**config.mk**
```make
export PLATFORM = sky130hd
export DESIGN_NAME = mul_seq
export DESIGN_NICKNAME = d
export VERILOG_FILES = /design/src/rtl/mul_pkg.sv /design/src/rtl/mul_seq_adder.sv /design/src/rtl/mul_seq.sv
export SDC_FILE = /design/constraint.sdc
export NUM_CORES = 1
export LEC_CHECK = 0
export BUFFER_PORTS_ARGS = -buffer_cell sky130_fd_sc_hd__buf_2
export CORE_MARGIN = 2
export CORE_UTILIZATION = 60
export DETAILED_ROUTE_END_ITERATION = 6
export GPL_TIMING_DRIVEN = 0
export PLACE_DENSITY_LB_ADDON = 0.05
export RECOVER_POWER = 50
export SETUP_SLACK_MARGIN = 0.4
export SYNTH_ARGS = -nofsm -noshare
export SYNTH_HDL_FRONTEND = slang
export SYNTH_SLANG_ARGS = --single-unit
```
**constraint.sdc**
```tcl
create_clock -name clk -period 3.5 [get_ports clk]
set_input_delay 0.175 -clock clk [delete_from_list [all_inputs] [get_ports clk]]
set_output_delay 0.175 -clock clk [all_outputs]
set_load 0.02 [all_outputs]
```
**src/rtl/mul_pkg.sv**
```systemverilog
// Shared encodings for the sequential shift-add multiplier.
package mul_pkg;
  localparam logic [1:0] ST_IDLE = 2'd0;
  localparam logic [1:0] ST_CALC = 2'd1;
  localparam logic [1:0] ST_SIGN = 2'd2;

  typedef enum logic [1:0] {
    IDLE = ST_IDLE,
    CALC = ST_CALC,
    SIGN = ST_SIGN
  } state_t;
endpackage

```
**src/rtl/mul_seq_adder.sv**
```systemverilog
// Combinational W-bit adder shared by accumulation and final negation.
module mul_seq_adder #(
  parameter int W = 16
) (
  input  logic [W-1:0] a,
  input  logic [W-1:0] b,
  output logic [W-1:0] sum
);
  assign sum = a + b;
endmodule

```
**src/rtl/mul_seq.sv**
```systemverilog
// Iterative shift-add multiplier, one multiplier bit per cycle, signed/unsigned per operation.
module mul_seq
  import mul_pkg::*;
#(
  parameter int WIDTH      = 8,
  parameter bit EARLY_EXIT = 1'b0
) (
  input  logic               clk,
  input  logic               rst_n,
  input  logic               start,
  input  logic               signed_i,
  input  logic [WIDTH-1:0]   a_i,
  input  logic [WIDTH-1:0]   b_i,
  output logic               busy,
  output logic               done,
  output logic [2*WIDTH-1:0] result
);
  localparam int CW = $clog2(WIDTH);
  localparam int RW = 2 * WIDTH;

  state_t            state, state_nx;
  logic [WIDTH-1:0]  mcand, mplier;
  logic [CW-1:0]     cnt;
  logic [RW-1:0]     acc;
  logic              neg;
  logic [WIDTH-1:0]  a_mag, b_mag;
  logic [RW-1:0]     add_a, add_b, add_sum;
  logic              last;

  // The most-negative value maps to 2^(WIDTH-1), which still fits unsigned.
  assign a_mag = (signed_i & a_i[WIDTH-1]) ? (~a_i + WIDTH'(1)) : a_i;
  assign b_mag = (signed_i & b_i[WIDTH-1]) ? (~b_i + WIDTH'(1)) : b_i;

  assign last = (cnt == CW'(WIDTH - 1)) ||
                (EARLY_EXIT && (mplier[WIDTH-1:1] == '0));

  assign add_a = (state == SIGN) ? ~acc : acc;
  assign add_b = (state == SIGN) ? RW'(1) : (RW'(mcand) << cnt);

  mul_seq_adder #(.W(RW)) u_adder (
    .a   (add_a),
    .b   (add_b),
    .sum (add_sum)
  );

  always_ff @(posedge clk or negedge rst_n) begin
    if (!rst_n) state <= IDLE;
    else        state <= state_nx;
  end

  always_comb begin
    state_nx = state;
    case (state)
      IDLE:    if (start) state_nx = CALC;
      CALC:    if (last)  state_nx = SIGN;
      SIGN:    state_nx = IDLE;
      default: state_nx = IDLE;
    endcase
  end

  assign busy = (state != IDLE);

  always_ff @(posedge clk or negedge rst_n) begin
    if (!rst_n) begin
      mcand  <= '0;
      mplier <= '0;
      cnt    <= '0;
      acc    <= '0;
      neg    <= 1'b0;
      done   <= 1'b0;
      result <= '0;
    end else begin
      done <= 1'b0;
      case (state)
        IDLE: begin
          if (start) begin
            mcand  <= a_mag;
            mplier <= b_mag;
            neg    <= signed_i & (a_i[WIDTH-1] ^ b_i[WIDTH-1]);
            acc    <= '0;
            cnt    <= '0;
          end
        end
        CALC: begin
          if (mplier[0]) acc <= add_sum;
          mplier <= mplier >> 1;
          cnt    <= cnt + CW'(1);
        end
        SIGN: begin
          // Negating zero wraps back to zero, so a zero product ignores neg.
          result <= neg ? add_sum : acc;
          done   <= 1'b1;
        end
        default: ;
      endcase
    end
  end
endmodule
```
==> flow_metrics.env <==
export IMPL_status="completed"
export IMPL_gp_congestion=0.921
export IMPL_final_cells=546
export IMPL_cts_root_buf="clkbuf_8"
export IMPL_grt_max_degree=56
export IMPL_slowest_delay_ns=0.42
export IMPL_die_height_um=82.5
export IMPL_yosysUniqueCellTypes=51
export IMPL_antennaDiodeCount=0
export IMPL_postRouteAntennaNets=0
export IMPL_synth_seq_area_share=0.373
export IMPL_synth_top_cell_area_share=0.373
export IMPL_grt_pass1_vias=2933
export IMPL_area_delta_synth_final_pct=12.5
export IMPL_arrival_ns=3.21
export IMPL_cp_data_required_time_ns=3.70
export IMPL_cp_end_kind="register"
export IMPL_clockBufferDepth=2
export IMPL_ys_warn_count=0
export IMPL_ys_flop_type="dfrtp_1"
export IMPL_hpwl_um=6260
export IMPL_hold_class="input pin to register"
export IMPL_core_area_um2=5920
export IMPL_rows=28
export IMPL_die_area_um2=6800
export IMPL_critical_path_cell_chain="nand2b_1 -> clkbuf_4 -> buf_4 -> xnor2_1 -> ha_1 -> fa_2 -> a211oi_2 -> o21bai_1 -> or2_1 -> a211o_1 -> xnor2_2 -> o21ai_1"
export IMPL_timing_final_crit_period_ns=3.01
export IMPL_synth_area_per_cell_um2=8.69
export IMPL_final_common_cell="nand2_1"
export IMPL_synth_cells=425
export IMPL_die_w_um=82.5
export IMPL_synth_edff_count=0
export IMPL_wl_um=8280
export IMPL_cap_violations=0
export IMPL_cts_tree="yes"
export IMPL_clk_pin_slew_ns=0.11
export IMPL_worstSkewPairLatency_ns=0.32
export IMPL_worstSetupPathType="register to register"
export IMPL_register_area_um2=1380
export IMPL_multi_input_comb_area_um2=2240
export IMPL_hold_ws_ns=0.109
export IMPL_power_density_nw_per_um2=996
export IMPL_finalSetupViolCount=0
export IMPL_dr_pass1_iters=4
export IMPL_drc_errors=0
export IMPL_yosys_top_cells_area="dfrtp_1 37%, xnor2_1 7.6%, ha_1 6.4%"
export IMPL_r2r_slack_ns=0.49
export IMPL_initial_core_util=0.624
export IMPL_finalSetupTns_ns=0
export IMPL_slew_headroom=0.0131
export IMPL_worstSetupStartpoint="state[0]"
export IMPL_timing_final_crit_share=0.859
export IMPL_layout_common_cells="57 x nand2_1, 54 x dfrtp_1, 39 x o21ai_0"
export IMPL_drt_iter0_markers=205
export IMPL_tightest_slew_ns=1.48
export IMPL_synthesis_nets=465
export IMPL_synth_seq_cells=55
export IMPL_slowest_stage="dfrtp_1"
export IMPL_placedCellCount=536
export IMPL_rsz0062_at_grt="true"
export IMPL_max_freq_mhz=333
export IMPL_p_leak_nw=1.86
export IMPL_clkSinkCount=55
export IMPL_fin_skew_ns=0.00635
export IMPL_ir_worst_vdd_mv=0.510
export IMPL_io_pins=38
export IMPL_h_tree_depth=2
export IMPL_cp_max_fo=10
export IMPL_yosysTopAreaCell="dfrtp_1"
export IMPL_wl_per_cell_um=15.2
export IMPL_hp_start="b_i[7]"
export IMPL_numCtsBuffers=5
export IMPL_vias=3122
export IMPL_via_per_inst=5.72
export IMPL_drive_gt1_frac=0.140
export IMPL_grt_ovfl_total=0
export IMPL_nets=510
export IMPL_grt_pass1_wl_um=13700
export IMPL_async_reset_ff_frac=1.00
export IMPL_antenna_found_initial=0
export IMPL_track_usage=0.264
export IMPL_fillCellCount=508
export IMPL_start_kind="register"
export IMPL_hold_viol=0
export IMPL_cts_setup_buffers=0
export IMPL_syn_cell_area_um2=3690
export IMPL_slew_viol_final=0
export IMPL_worstReg2RegStart="state[0]"
export IMPL_numPortBuffers=36
==> cell families after synthesis <==
family / share of synthesized area
and+or+nand+nor: 0.173
AOI/OAI and AO/OA: 0.200
xor gates and xnor gates: 0.0969
muxes: 0.0498
adders and majority gates: 0.0698
buffers and inverters: 0.0379
DFF: 0.373
==> synth_stat cells (2+ instances only) <==
master    instances
nor2b_1           2
a21o_1            3
xor2_1            7
o21ai_1           5
ha_1             19
nand2b_1          3
a22o_1            8
clkbuf_1         12
buf_2            10
nand4_1           3
dfrtp_1          55
mux2i_1          15
nor3_1           10
nor3b_1           7
xnor2_1          32
nor2_1           35
a22oi_1           6
a211oi_1          3
mux2_2            3
and2_1            4
a31oi_1           2
nand3_1          12
inv_1            10
o211ai_1          3
a21oi_1          31
or3_1             2
o31ai_1           4
nand2_1          57
o21ai_0          40
==> per-layer routing <==
layer,GRT usage,share of wire,wire (µm)
met5,0,0,0
met4,0.0600,0.0097,80
met3,0.0380,0.039,326
met2,0.486,0.50,4170
met1,0.324,0.45,3700
==> worst max-delay path, delay by kind of cell, from the launching register on <==
family | cells | cell delay (ns)
AOI/OAI and AO/OA | 4 | 0.75
adders and majority gates | 2 | 0.63
DFF | 1 | 0.42
buffers and inverters | 2 | 0.40
and+or+nand+nor | 2 | 0.39
xor gates and xnor gates | 2 | 0.30
==> where the power goes <==
part | leakage [nW] | switching (W) | internal (W) | total [W]
logic | 1.11 | 0.00163 | 0.00106 | 0.00269
registers | 0.697 | 0.000185 | 0.000895 | 0.00108
clock network | 0.0489 | 0.000227 | 0.000145 | 0.000373
total | 1.86 | 0.00204 | 0.00210 | 0.00414
==> through the flow <==
| step | utilization | power [W] | area (µm²) | setup slack [ns] |
|---|---|---|---|---|
| after CTS | 0.693 | 0.00406 | 4100 | 0.409 |
| after floorplan | - | 0.00305 | 3690 | 0.573 |
| final | 0.702 | 0.00414 | 4160 | 0.493 |
| after global routing | 0.702 | 0.00451 | 4160 | 0.312 |
| after global placement | 0.670 | 0.00359 | 3970 | -0.114 |
| after detailed placement | 0.670 | 0.00365 | 3970 | -0.191 |
==> state kept, by name, summed over array words and instances (netlist names) <==
| signal | flops |
|---|---|
| neg | 1 |
| mplier | 8 |
| state | 2 |
| acc | 16 |
| mcand | 8 |
| result | 16 |
| cnt | 3 |
| done | 1 |
==> path summary, 6_finish.rpt <==
| check | to | cells past startpoint |
|---|---|---|
| setup / recovery | result[12] | 12 |
| hold / removal | mplier[7] | 3 |
| setup reg to reg | result[12] | 12 |
| hold reg to reg | result[3] | 2 |
| max in group asynchronous | acc[12] | 2 |
| min in group asynchronous | result[4] | 2 |
==> area by class of cell <==
type | instances | share of cell area
Buffer | 23 | 0.0313
Clock buffer | 5 | 0.0166
Clock inverter | 3 | 0.00542
Inverter | 10 | 0.00903
Multi-Input combinational cell | 337 | 0.539
Sequential cell | 55 | 0.331
Tap cell | 75 | 0.0226
Timing Repair Buffer | 38 | 0.0452
==> repair_timing <==
item / CTS / global route
resized for setup: 14 / 13
endpoints found under the hold margin: 0 / 26
hold buffers: 0 / 1
setup endpoints to repair: 25 / 17
pin swaps: 0 / 0
Note: power is estimated with default switching activity, not from simulation.
